--- src/rtl/flp_sum_pkg.sv ---
// rtl/flp_sum_pkg.sv - shared helpers, result type and parameter checks for flp_sum_stream
package flp_sum_pkg;

    // Default result field widths, matching the default flp_sum_stream build.
    localparam int RES_EXP_W  = 9;
    localparam int RES_MANT_W = 8;

    typedef struct packed {
        logic [RES_EXP_W-1:0]  exp;
        logic [RES_MANT_W-1:0] mant;
        logic                  zero;
        logic                  ovf;
    } flp_res_t;

    // Ceiling log2; clog2(1) = 0.
    function automatic int clog2(input int v);
        int r;
        r = 0;
        for (int i = 0; i < 31; i++) begin
            if ((1 << i) < v) r = i + 1;
        end
        return r;
    endfunction

    // Width of one beat's tree sum: each of the clog2 stages adds one bit.
    function automatic int sum_w(input int n_in, input int in_w);
        return in_w + clog2(n_in);
    endfunction

    // The exponent must be able to hold ACC_W, which a rounding carry can reach.
    function automatic bit params_ok(input int n_in, input int in_w, input int acc_w,
                                     input int mant_w, input int exp_w);
        return (n_in >= 2) && (in_w >= 1) && (mant_w >= 1) && (exp_w < 31) &&
               (acc_w >= sum_w(n_in, in_w)) && ((1 << exp_w) > acc_w);
    endfunction

endpackage

--- src/rtl/flp_normalize.sv ---
// rtl/flp_normalize.sv - leading-one normaliser; FLP_SUM_ROUND_EN selects round half-up
module flp_normalize
    import flp_sum_pkg::*;
#(
    parameter int ACC_W  = 16,
    parameter int MANT_W = 8,
    parameter int EXP_W  = 9
) (
    input  logic [ACC_W-1:0]  sum,
    input  logic              ovf,
    output logic [EXP_W-1:0]  exp,
    output logic [MANT_W-1:0] mant,
    output logic              zero
);

    logic [EXP_W-1:0]        lead;
    logic [ACC_W+MANT_W-1:0] ext;
    logic [MANT_W-1:0]       mant_t;

    // Leading-one index; the highest set bit wins because it is assigned last.
    always_comb begin
        lead = '0;
        for (int i = 0; i < ACC_W; i++) begin
            if (sum[i]) lead = EXP_W'(i);
        end
    end

    // Zero padding below the sum makes short values come out left-aligned with zero fill.
    assign ext    = {sum, {MANT_W{1'b0}}};
    assign mant_t = MANT_W'(ext >> (lead + EXP_W'(1)));

`ifdef FLP_SUM_ROUND_EN
    logic          rnd;
    logic [MANT_W:0] mant_r;
    // ext bit 'lead' is the first bit below the mantissa LSB.
    assign rnd    = 1'(ext >> lead);
    assign mant_r = {1'b0, mant_t} + (MANT_W+1)'(rnd);
`endif

    // Select saturated, zero or normalised result.
    always_comb begin
        exp  = lead;
        mant = mant_t;
        zero = 1'b0;
        if (ovf) begin
            exp  = EXP_W'(ACC_W - 1);
            mant = '1;
        end else if (sum == '0) begin
            exp  = '0;
            mant = '0;
            zero = 1'b1;
        end else begin
`ifdef FLP_SUM_ROUND_EN
            if (mant_r[MANT_W]) begin
                mant = MANT_W'(1) << (MANT_W - 1);
                exp  = lead + EXP_W'(1);
            end else begin
                mant = mant_r[MANT_W-1:0];
            end
`endif
        end
    end

endmodule

--- src/rtl/flp_sum_stream.sv ---
// rtl/flp_sum_stream.sv - pipelined N_IN-input adder tree, saturating accumulator, normaliser (FLP_SUM_ROUND_EN selects rounding)
module flp_sum_stream
    import flp_sum_pkg::*;
#(
    parameter int N_IN   = 10,
    parameter int IN_W   = 8,
    parameter int ACC_W  = 16,
    parameter int MANT_W = 8,
    parameter int EXP_W  = 9
) (
    input  logic                 clk,
    input  logic                 rst,
    input  logic [N_IN*IN_W-1:0] in_data,
    input  logic                 in_valid,
    input  logic                 in_last,
    output logic                 in_ready,
    output logic                 out_valid,
    input  logic                 out_ready,
    output logic [EXP_W-1:0]     exp,
    output logic [MANT_W-1:0]    mant,
    output logic                 zero,
    output logic                 ovf
);

    localparam int LVL = clog2(N_IN);
    localparam int S_W = sum_w(N_IN, IN_W);

    if (!params_ok(N_IN, IN_W, ACC_W, MANT_W, EXP_W)) begin : g_bad_params
        $error("flp_sum_stream: illegal parameter combination");
    end

    logic stall;
    logic beat;

    // A held output stalls the whole pipeline, accumulator included.
    assign stall    = out_valid & ~out_ready;
    assign in_ready = ~rst & ~stall;
    assign beat     = in_valid & in_ready;

    // cur[s] feeds tree stage s; tree_q[s] is the registered output of that stage.
    logic [S_W-1:0] cur    [0:LVL-1][0:N_IN-1];
    logic [S_W-1:0] nxt    [0:LVL-1][0:N_IN-1];
    logic [S_W-1:0] tree_q [0:LVL-1][0:N_IN-1];
    logic [LVL-1:0] vld_q;
    logic [LVL-1:0] lst_q;

    // Pairwise add per stage; an odd leftover passes straight through.
    always_comb begin
        for (int s = 0; s < LVL; s++) begin
            for (int i = 0; i < N_IN; i++) begin
                cur[s][i] = '0;
                nxt[s][i] = '0;
            end
        end
        for (int i = 0; i < N_IN; i++) begin
            cur[0][i] = S_W'(in_data[i*IN_W +: IN_W]);
        end
        for (int s = 1; s < LVL; s++) begin
            for (int i = 0; i < N_IN; i++) begin
                cur[s][i] = tree_q[s-1][i];
            end
        end
        for (int s = 0; s < LVL; s++) begin
            for (int i = 0; i < N_IN / 2; i++) begin
                if (2 * i + 1 < ((N_IN + (1 << s) - 1) >> s)) begin
                    nxt[s][i] = cur[s][2*i] + cur[s][2*i+1];
                end
            end
            if ((((N_IN + (1 << s) - 1) >> s) % 2) == 1) begin
                nxt[s][((N_IN + (1 << s) - 1) >> s) / 2] =
                    cur[s][((N_IN + (1 << s) - 1) >> s) - 1];
            end
        end
    end

    // Tree data registers; validity is tracked separately so data needs no reset.
    always_ff @(posedge clk) begin
        if (!stall) begin
            for (int s = 0; s < LVL; s++) begin
                for (int i = 0; i < N_IN; i++) begin
                    tree_q[s][i] <= nxt[s][i];
                end
            end
        end
    end

    // Valid and last travel alongside the tree data.
    always_ff @(posedge clk) begin
        if (rst) begin
            vld_q <= '0;
            lst_q <= '0;
        end else if (!stall) begin
            vld_q <= (vld_q << 1) | LVL'(beat);
            lst_q <= (lst_q << 1) | LVL'(in_last);
        end
    end

    logic [ACC_W-1:0] acc;
    logic             ovf_r;
    logic [ACC_W:0]   acc_sum;
    logic             ovf_n;
    logic [ACC_W-1:0] acc_n;
    logic [ACC_W-1:0] tot;
    logic             tot_ovf;
    logic             tot_vld;

    assign acc_sum = {1'b0, acc} + (ACC_W+1)'(tree_q[LVL-1][0]);
    assign ovf_n   = ovf_r | acc_sum[ACC_W];
    assign acc_n   = ovf_n ? '1 : acc_sum[ACC_W-1:0];

    // Saturating accumulate; a last beat hands the total on and clears for the next vector.
    always_ff @(posedge clk) begin
        if (rst) begin
            acc     <= '0;
            ovf_r   <= 1'b0;
            tot     <= '0;
            tot_ovf <= 1'b0;
            tot_vld <= 1'b0;
        end else if (!stall) begin
            tot_vld <= 1'b0;
            if (vld_q[LVL-1]) begin
                if (lst_q[LVL-1]) begin
                    tot     <= acc_n;
                    tot_ovf <= ovf_n;
                    tot_vld <= 1'b1;
                    acc     <= '0;
                    ovf_r   <= 1'b0;
                end else begin
                    acc   <= acc_n;
                    ovf_r <= ovf_n;
                end
            end
        end
    end

    logic [EXP_W-1:0]  n_exp;
    logic [MANT_W-1:0] n_mant;
    logic              n_zero;

    flp_normalize #(
        .ACC_W  (ACC_W),
        .MANT_W (MANT_W),
        .EXP_W  (EXP_W)
    ) u_norm (
        .sum  (tot),
        .ovf  (tot_ovf),
        .exp  (n_exp),
        .mant (n_mant),
        .zero (n_zero)
    );

    // Output register; holds while the consumer is not ready.
    always_ff @(posedge clk) begin
        if (rst) begin
            out_valid <= 1'b0;
            exp       <= '0;
            mant      <= '0;
            zero      <= 1'b0;
            ovf       <= 1'b0;
        end else if (!stall) begin
            out_valid <= tot_vld;
            if (tot_vld) begin
                exp  <= n_exp;
                mant <= n_mant;
                zero <= n_zero;
                ovf  <= tot_ovf;
            end
        end
    end

endmodule

--- config.mk ---
export PLATFORM = sky130hd
export DESIGN_NAME = flp_sum_stream
export DESIGN_NICKNAME = d
export VERILOG_FILES = /design/src/rtl/flp_sum_pkg.sv /design/src/rtl/flp_normalize.sv /design/src/rtl/flp_sum_stream.sv
export SDC_FILE = /design/constraint.sdc
export NUM_CORES = 1
export LEC_CHECK = 0
export BUFFER_PORTS_ARGS = -buffer_cell sky130_fd_sc_hd__buf_2
export CAP_MARGIN = 0
export CORE_ASPECT_RATIO = 0.8
export CORE_UTILIZATION = 50
export CTS_BUF_LIST = sky130_fd_sc_hd__clkbuf_4 sky130_fd_sc_hd__clkbuf_8 sky130_fd_sc_hd__clkbuf_16
export DETAILED_ROUTE_END_ITERATION = 12
export PLACE_DENSITY = 0.67
export SLEW_MARGIN = 20
export SYNTH_ARGS = -nofsm -noshare
export SYNTH_HDL_FRONTEND = slang
export SYNTH_SLANG_ARGS = --single-unit
--- constraint.sdc ---
create_clock -name clk -period 8.9 [get_ports clk]
set_input_delay 0.89 -clock clk [delete_from_list [all_inputs] [get_ports clk]]
set_output_delay 0.89 -clock clk [all_outputs]
set_load 0.005 [all_outputs]
==> qor.yml, run 1 <==
place:
  post-place-ws_ps: 4750
  portBuffers: 100
  place_congestion: 0.887
  place_inst: 1251
  dpl.hpwl_um: 12800
timing:
  max_slew.worst_pin.slew_ps: 889
  setup_slack_ps: 5220
  rsz0062_at_grt: "false"
  slew_viol_final: 0
  min_period_over_period_pct: 41.4
  fmax_mhz: 272
  period_needed_ps: 3680
  slew_headroom_pct: 40.5
  finalHoldViolations: 0
  setup_violations: 0
  clock_skew_ps: 9.74
  tns_ps: 0
critical_path:
  cp-endpoint: "mant[4]"
  cp.arrival_ps: 4020
  r2r_cells: 8
  r2r_slack_ps: 5360
  crit_type: "in2reg"
  worstSetupEndpointType: "register"
  rr_startpoint: "out_valid"
  cp_max_fo: 63
  r2r-end: "mant[4]"
  crit_path_start: "out_ready"
  start_kind: "input pin"
  crit_required_ps: 9230
floorplan:
  dieWidth_um: 156
  die_y_um: 125
  core_area_sq_um: 18300
  start_util_pct: 51.6
  num_rows: 44
  dieArea_sq_um: 19500
  io_pins: 106
clocking:
  numCtsBuffers: 17
  clock_latency_ps: 420
  ctsResizeCount: 0
  clockRootBuffer: "clkbuf_16"
  post_cts_buffers: 0
  clk_pin_slew_ps: 60
  ctsHtreeMaxLevel: 4
  cts_tree: "done"
  clockBufferDepth: 2
  cts_hold_buf: 0
  cts.sinks: 164
global_route:
  grt_pass1_wl_um: 29800
  antenna_found_initial: 0
  grt_use_total_pct: 18.8
  grt_max_degree: 64
  grt_pass1_vias: 6552
  grt.overflow.total: 0
final_layout:
  seq_area_sq_um: 4340
  instances_no_fill: 1283
  multi_input_area_sq_um: 4740
  final_nets: 1201
  fill_cells: 1541
  syn_to_final_growth_pct: 13.9
  antennaDiodeCount: 0
  layout-drive-gt1-share_pct: 15.2
synth:
  synth_seq_cells: 164
  synth_top_area_cell: "edfxtp_1"
  synth_xor_area_share_pct: 5.83
  yosys_warnings: 0
  async_flop_share_pct: 0
  avgSynthCellArea_sq_um: 10.3
  synth_edf_count: 106
  synth_flop_cell: "edfxtp_1"
  yosysTopAreaCellShare_pct: 33.6
  ys_seq_area_share_pct: 45.9
  synth_compound_area_share_pct: 18.6
  synth_top_family_by_area: "compound AO/OA/AOI/OAI gates"
  synth_simple_gate_area_share_pct: 10.7
  synth_most_common_cell: "edfxtp_1"
  ys_top_cells_by_area: "edfxtp_1, dfxtp_1, ha_1, xnor2_1, a21oi_1"
  synth.distinct_cells: 69
  muxShareOfSynthArea_pct: 0.925
  syn_area_sq_um: 9470
  synth_common_cells: "edfxtp_1, ha_1, nand2_1"
  synth_adder_area_share_pct: 13.9
  syn_inst: 923
run_status:
  status: "finished clean"
routing:
  detail-route-antenna-nets: 0
  viasPerCell: 5.37
  wirelength_um: 17200
  drc: 0
  initialDrtViolationCount: 472
  dr.pass1.iters: 5
  drt-wirelength-per-cell_um: 13.4
  num_vias: 6885
power:
  vdd_drop_max_mv: 0.120
  netSwitchingFraction_pct: 29.4
  power.switching_uw: 775
  leakagePower_nw: 4.64
  power_frac_comb_pct: 29.9
  power_density_nw_per_um2: 244
  pwr-share-clk_pct: 28.1
  p_seq_share_pct: 41.9
  p_int_mw: 1.86
min_path:
  hold_path.class: "reg2reg"
  hold_depth: 0
job:
  maxCapViolCount: 0
-- per-stage QoR --
step | cell area [sq um] | hold slack (ps) | util (%) | power, mW
2_1_floorplan | 9480 | 400 | - | 1.72
3_3_place_gp | 10200 | 403 | 55.4 | 1.88
3_5_place_dp | 10200 | 406 | 55.4 | 1.90
4_1_cts | 10800 | 419 | 58.8 | 2.66
5_1_grt | 10800 | 424 | 58.8 | 2.81
6_report | 10800 | 418 | 58.8 | 2.63
-- registers in the layout, summed over array words and instances, names as in the netlist --
signal	cells
mant	8
out_valid	1
ovf_r	1
exp	4
tot_vld	1
vld_q	4
tree_q	106
tot_ovf	1
acc	16
tot	16
ovf	1
zero	1
lst_q	4
-- how the worst min path moves through the flow --
stage                             start       endpoint  slack [ps]
after global routing       tree_q[0][0]  tree_q[1][18]         420
final                      tree_q[0][0]  tree_q[1][18]         420
after detailed placement  tree_q[1][19]  tree_q[2][31]         410
after global placement     tree_q[0][0]  tree_q[1][18]         400
after CTS                 tree_q[1][19]  tree_q[2][31]         420
after floorplan            tree_q[0][0]  tree_q[1][18]         400
-- cells by family after synthesis --
family          count (synthesis)
mux                             8
compound gates                269
buf+inv                        96
fa+ha+maj                      99
simple gates                  223
xor+xnor                       63
flops                         164
other cells                     1
-- cell usage in the layout, fill, tap and decap left out, types with 8 or more instances in the layout --
cell type  count
ha_1          89
edfxtp_1     106
fa_1          10
nand2_1       81
o21ai_0       62
nor2b_1       12
clkbuf_16     19
nor3_1        15
xnor2_1       44
xor2_1        19
nor2_1        68
o21bai_1       9
a31oi_1        9
nand2b_1      12
a21oi_1       74
a21o_1        24
dfxtp_1       58
a211oi_1       8
a22o_1        14
buf_2        100
inv_1         64
o21a_1        10
nand3_1        8
-- worst max-delay path: stages --
cell and delay, ps:
buf_2 70, nor2b_1 160, inv_4 560, buf_4 670, nand2_1 500, a31oi_1 590, o21ai_0 190, o311a_1 160
a211oi_1 200
-- layout make-up --
class                   count  area share, %
multi-input cells         667           44.0
clock buffers              23           4.86
well taps                 253           2.94
repair buffers            102           4.78
flip-flops and latches    164           40.3
inverters                  65           2.29
clock inverters             9          0.801
-- per-layer routing --
layer	GRT usage, %	up-vias	share of wire, %
met4	4.90	0	1.0
met3	4.06	13	4.3
li1	-	3528	-
met5	0	-	0
met1	26.3	3195	50
met2	29.6	149	45
-- power groups by stage --
stage	combinational, mW	clock, mW	sequential, mW
final	0.787	0.740	1.10
after floorplan	0.634	0	1.09
after CTS	0.794	0.756	1.11
after global routing	0.899	0.790	1.12
after detailed placement	0.780	0	1.12
after global placement	0.762	0	1.12
(Power assumes the default switching activity.)
==> inputs of run 2 (changes only) <==
==> constraint.sdc (replaced) <==
create_clock -name clk -period 3.84 [get_ports clk]
set_input_delay 0.384 -clock clk [delete_from_list [all_inputs] [get_ports clk]]
set_output_delay 0.384 -clock clk [all_outputs]
set_load 0.005 [all_outputs]
==> qor.yml, run 2 (same netlist as run 1, synthesis figures left out) <==
run_status:
  status: "finished clean"
routing:
  wirelength_um: 17300
  drt-wirelength-per-cell_um: 13.4
  viasPerCell: 5.30
  drc: 0
  initialDrtViolationCount: 490
  detail-route-antenna-nets: 0
  num_vias: 6830
  dr.pass1.iters: 5
timing:
  setup_slack_ps: 727
  finalHoldViolations: 0
  period_needed_ps: 3110
  tns_ps: 0
  slew_headroom_pct: 41.4
  slew_viol_final: 0
  fmax_mhz: 321
  setup_violations: 0
  max_slew.worst_pin.slew_ps: 879
  rsz0062_at_grt: "false"
  min_period_over_period_pct: 81.1
  clock_skew_ps: 8.74
critical_path:
  cp_max_fo: 9
  cp.arrival_ps: 3440
  worstSetupEndpointType: "register"
  crit_type: "reg2reg"
  crit_required_ps: 4170
  start_kind: "register"
global_route:
  grt_max_degree: 72
  grt.overflow.total: 0
  grt_pass1_wl_um: 29700
  antenna_found_initial: 0
  grt_use_total_pct: 18.9
  grt_pass1_vias: 6468
clocking:
  clockRootBuffer: "clkbuf_16"
  post_cts_buffers: 0
  cts_hold_buf: 0
  ctsResizeCount: 0
  clk_pin_slew_ps: 70
  numCtsBuffers: 17
  cts.sinks: 164
  ctsHtreeMaxLevel: 4
  clock_latency_ps: 430
  clockBufferDepth: 2
  cts_tree: "done"
power:
  power_density_nw_per_um2: 569
  leakagePower_nw: 4.67
  p_int_mw: 4.27
  p_seq_share_pct: 41.4
  vdd_drop_max_mv: 0.292
  pwr-share-clk_pct: 28.9
  power.switching_mw: 1.89
  power_frac_comb_pct: 29.7
  netSwitchingFraction_pct: 30.7
floorplan:
  dieWidth_um: 156
  dieArea_sq_um: 19500
  io_pins: 106
  core_area_sq_um: 18300
  start_util_pct: 51.6
  die_y_um: 125
  num_rows: 44
final_layout:
  final_area_sq_um: 10800
  largest_reg_flops: 106
  fill_cells: 1540
  reg_top3: "tree_q x106, acc x16, tot x16"
  antennaDiodeCount: 0
  final_nets: 1207
  syn_to_final_growth_pct: 14.4
  largest-register: "tree_q"
  instances_no_fill: 1289
  layout_commonest_cell: "edfxtp_1"
  mostFrequentLayoutCells: "edfxtp_1, buf_2, ha_1"
  layout-drive-gt1-share_pct: 15.6
min_path:
  hold_path.class: "in2reg"
place:
  place_inst: 1257
  portBuffers: 100
  post-place-ws_ps: 827
  dpl.hpwl_um: 12800
  place_congestion: 0.896
  placed_area_sq_um: 10200
job:
  maxCapViolCount: 0
## run 2: per-layer routing
layer	up-vias	global-route usage (%)	share of wire, %
li1	3532	-	-
met1	3130	26.6	51
met2	152	29.2	44
met3	16	3.95	4.3
met4	0	5.88	1.0
met5	-	0	0
## run 2: power groups by stage
stage	registers, mW	clock network (mW)	logic (mW)
floorplan	2.52	0	1.47
global placement	2.58	0	1.78
detailed placement	2.59	0	1.81
CTS	2.56	1.82	1.84
global route	2.58	1.89	2.08
finish	2.55	1.78	1.83
## run 2: worst max-delay path, stage by stage (launching register included)
cell and delay, ps:
dfxtp_1 340, ha_1 190, inv_1 60, fa_1 370
nor2b_1 200, o31ai_1 160, a211oi_1 400, o22ai_2 240
o21bai_1 670, nand2_1 220, o311ai_0 150
## run 2: through the flow
step	utilization [%]	hold slack, ps	power, mW
after floorplan	-	400	3.99
after global placement	55.7	404	4.36
after detailed placement	55.7	407	4.41
after CTS	59.1	172	6.21
after global routing	59.1	188	6.55
final	59.1	187	6.16
## run 2: worst paths after layout
kind / cells past startpoint / to / slack [ps] / startpoint
setup / recovery: 10 / tot[12] / 730 / acc[0]
hold / removal: 3 / vld_q[0] / 190 / in_valid
setup reg to reg: 10 / tot[12] / 730 / acc[0]
hold reg to reg: 0 / tree_q[2][31] / 420 / tree_q[1][19]
## run 2: final cells by class
type                            count  area, sq um  share of cell area (%)
Multi-Input combinational cell    667         4740                    43.8
Sequential cell                   164         4340                    40.1
Timing Repair Buffer              108          561                    5.18
Clock buffer                       17          425                    3.93
Tap cell                          253          317                    2.92
Inverter                           65          246                    2.28
Clock inverter                     15          198                    1.83
==> inputs of run 3 (changes only) <==
--- a/config.mk
+++ b/config.mk
@@ -5,13 +5,14 @@
 export SDC_FILE = /design/constraint.sdc
 export NUM_CORES = 1
 export LEC_CHECK = 0
+export ABC_AREA = 1
 export BUFFER_PORTS_ARGS = -buffer_cell sky130_fd_sc_hd__buf_2
 export CAP_MARGIN = 0
 export CORE_ASPECT_RATIO = 0.8
 export CORE_UTILIZATION = 50
 export CTS_BUF_LIST = sky130_fd_sc_hd__clkbuf_4 sky130_fd_sc_hd__clkbuf_8 sky130_fd_sc_hd__clkbuf_16
 export DETAILED_ROUTE_END_ITERATION = 12
-export PLACE_DENSITY = 0.67
+export PLACE_DENSITY = 0.7
 export SLEW_MARGIN = 20
 export SYNTH_ARGS = -nofsm -noshare
 export SYNTH_HDL_FRONTEND = slang
==> constraint.sdc (replaced) <==
create_clock -name clk -period 2.8 [get_ports clk]
set_input_delay 0.28 -clock clk [delete_from_list [all_inputs] [get_ports clk]]
set_output_delay 0.28 -clock clk [all_outputs]
set_load 0.005 [all_outputs]
==> qor.yml, run 3 <==
run_status:
  status: "finished clean"
final_layout:
  syn_to_final_growth_pct: 15.7
  final_nets: 1327
  mostFrequentLayoutCells: "nand2_1, inv_1, a21oi_1, edfxtp_1, buf_2"
  utilization_pct: 59.6
  layout-drive-gt1-share_pct: 15.6
  antennaDiodeCount: 0
  final_area_sq_um: 10900
  largest-register: "tree_q"
  largest_reg_flops: 106
  layout_commonest_cell: "nand2_1"
  reg_top3: "tree_q x106, acc x16, tot x16"
power:
  pwr-share-clk_pct: 28.5
  p_seq_share_pct: 42.2
  leakagePower_nw: 5.13
  power_frac_comb_pct: 29.3
  netSwitchingFraction_pct: 31.0
  vdd_drop_max_mv: 0.429
  p_int_mw: 5.71
  power_density_nw_per_um2: 760
  power.switching_mw: 2.56
routing:
  drt-wirelength-per-cell_um: 12.0
  drc: 0
  initialDrtViolationCount: 347
  viasPerCell: 4.95
  num_vias: 6980
  dr.pass1.iters: 5
  detail-route-antenna-nets: 0
  wirelength_um: 16900
global_route:
  grt_max_degree: 34
  gr-usage-met2_pct: 30.1
  met1_usage_pct: 24.3
  grt_use_total_pct: 18.4
  grt_pass1_wl_um: 28700
  grt_use_met3_pct: 4.42
  grt.overflow.total: 0
  grt_pass1_vias: 6453
  antenna_found_initial: 0
  top_usage_layer: "met2"
place:
  dpl.hpwl_um: 12700
  placed_area_sq_um: 10200
  place_congestion: 0.860
  portBuffers: 100
critical_path:
  cp.arrival_ps: 2840
  worstSetupEndpointType: "register"
  cp_max_fo: 6
  crit_required_ps: 3170
  crit_type: "reg2reg"
  start_kind: "register"
synth:
  syn_area_sq_um: 9420
  yosys_warnings: 0
  ys_seq_area_share_pct: 46.1
  synth_top_area_cell: "edfxtp_1"
  async_flop_share_pct: 0
  synth_most_common_cell: "nand2_1"
  synth_flop_cell: "edfxtp_1"
  ys_top_cells_by_area: "edfxtp_1, dfxtp_1, ha_1, nand2_1, a21oi_1"
  synth_common_cells: "nand2_1, inv_1, a21oi_1"
  synth_edf_count: 106
  synth.distinct_cells: 41
  yosysTopAreaCellShare_pct: 33.8
  synth_seq_cells: 164
  avgSynthCellArea_sq_um: 9.17
  syn_inst: 1027
timing:
  max_slew.worst_pin.slew_ps: 511
  fmax_mhz: 404
  clock_skew_ps: 12.2
  min_period_over_period_pct: 88.3
  slew_viol_final: 0
  rsz0062_at_grt: "false"
  finalHoldViolations: 0
  period_needed_ps: 2470
  slew_headroom_pct: 65.9
  setup_violations: 0
  tns_ps: 0
clocking:
  numCtsBuffers: 17
  cts_hold_buf: 0
  clock_latency_ps: 440
  cts.sinks: 164
  cts_tree: "done"
  ctsHtreeMaxLevel: 4
  clockRootBuffer: "clkbuf_16"
  clockBufferDepth: 2
  clk_pin_slew_ps: 70
floorplan:
  num_rows: 44
  core_area_sq_um: 18300
  start_util_pct: 51.5
  die_y_um: 125
  dieArea_sq_um: 19400
  io_pins: 106
  dieWidth_um: 155
min_path:
  hold_path.class: "in2reg"
job:
  maxCapViolCount: 0
## run 3: cell types whose count changed after synthesis, moves of 13 or more
cell,change
nand2_1,+98
inv_1,+73
nand3_1,+54
a21oi_1,+33
xor2_1,+29
xnor2_1,-23
a21o_1,-21
a22o_1,-14
nor3_1,-13
## run 3: repair_timing
action | 4_1_cts | 5_1_grt
endpoints found under the setup margin | 0 | 22
endpoints found under the hold margin | 0 | 0
resized for setup | 0 | 6
buffers inserted | 0 | 4
## run 3: final cells by class
class	instances	area, sq um
Fill cell	1631	7380
Multi-Input combinational cell	701	4450
Inverter	146	554
Tap cell	253	317
Sequential cell	164	4340
Clock buffer	18	433
Timing Repair Buffer	113	636
Clock inverter	14	164
## run 3: metal layers
metal,vias to the layer above,share of wire [%]
li1,3677,-
met1,3148,50
met2,136,45
met3,19,3.7
met4,0,1.1
met5,-,0
## run 3: cells by family (layout without fill, tap and decap cells)
kind of cell / after synthesis / in the layout / synth area share [%]
AOI/OAI and AO/OA: 199 / 199 / 11.4
xor gates and xnor gates: 69 / 69 / 6.42
adders and majority gates: 99 / 99 / 13.9
buffers and inverters: 167 / 291 / 7.16
DFF: 164 / 164 / 46.1
other: 1 / 5 / 0.0398
and+or+nand+nor: 328 / 329 / 14.9
## run 3: path summary, 6_finish.rpt
| path | from | end | slack, ps | cells after the start |
|---|---|---|---|---|
| worst min-delay path | in_data[56] | tree_q[0][9] | 120 | 2 |
| worst max register to register | acc[0] | acc[13] | 330 | 22 |
| worst min register to register | tree_q[0][0] | tree_q[1][18] | 420 | 0 |
| worst max-delay path | acc[0] | acc[13] | 330 | 22 |
## run 3: through the flow
stage	setup slack (ps)	instances	power, mW	hold slack, ps
2_1_floorplan	75.1	1031	5.41	400
3_3_place_gp	289	1372	5.89	404
3_5_place_dp	200	1372	5.94	406
4_1_cts	186	1404	8.34	109
5_1_grt	2.78	1409	8.84	126
6_report	328	1409	8.28	121
## run 3: power groups by stage
stage / Combinational [mW] / Sequential, mW / Clock [mW]
3_3_place_gp: 2.34 / 3.54 / 0
6_report: 2.42 / 3.49 / 2.36
3_5_place_dp: 2.39 / 3.55 / 0
4_1_cts: 2.43 / 3.50 / 2.40
2_1_floorplan: 1.94 / 3.47 / 0
5_1_grt: 2.81 / 3.54 / 2.49
## run 3: critical path: stages (launching register included)
cell and delay, ps:
dfxtp_1 340, ha_2 180, inv_1 50, fa_2 340, inv_1 60, nand3_1 70
nand2_1 80, nand2_1 60, nand2_1 60, nand2_1 40, nand2_1 60, nand2_1 70
nor2_2 100, nand2_1 70, nand3_2 90, nand2_1 80, nand2_2 90, nand2_4 80
nand2_8 110, a21oi_1 40, o21ai_0 100, nand2_1 100, a21oi_2 140
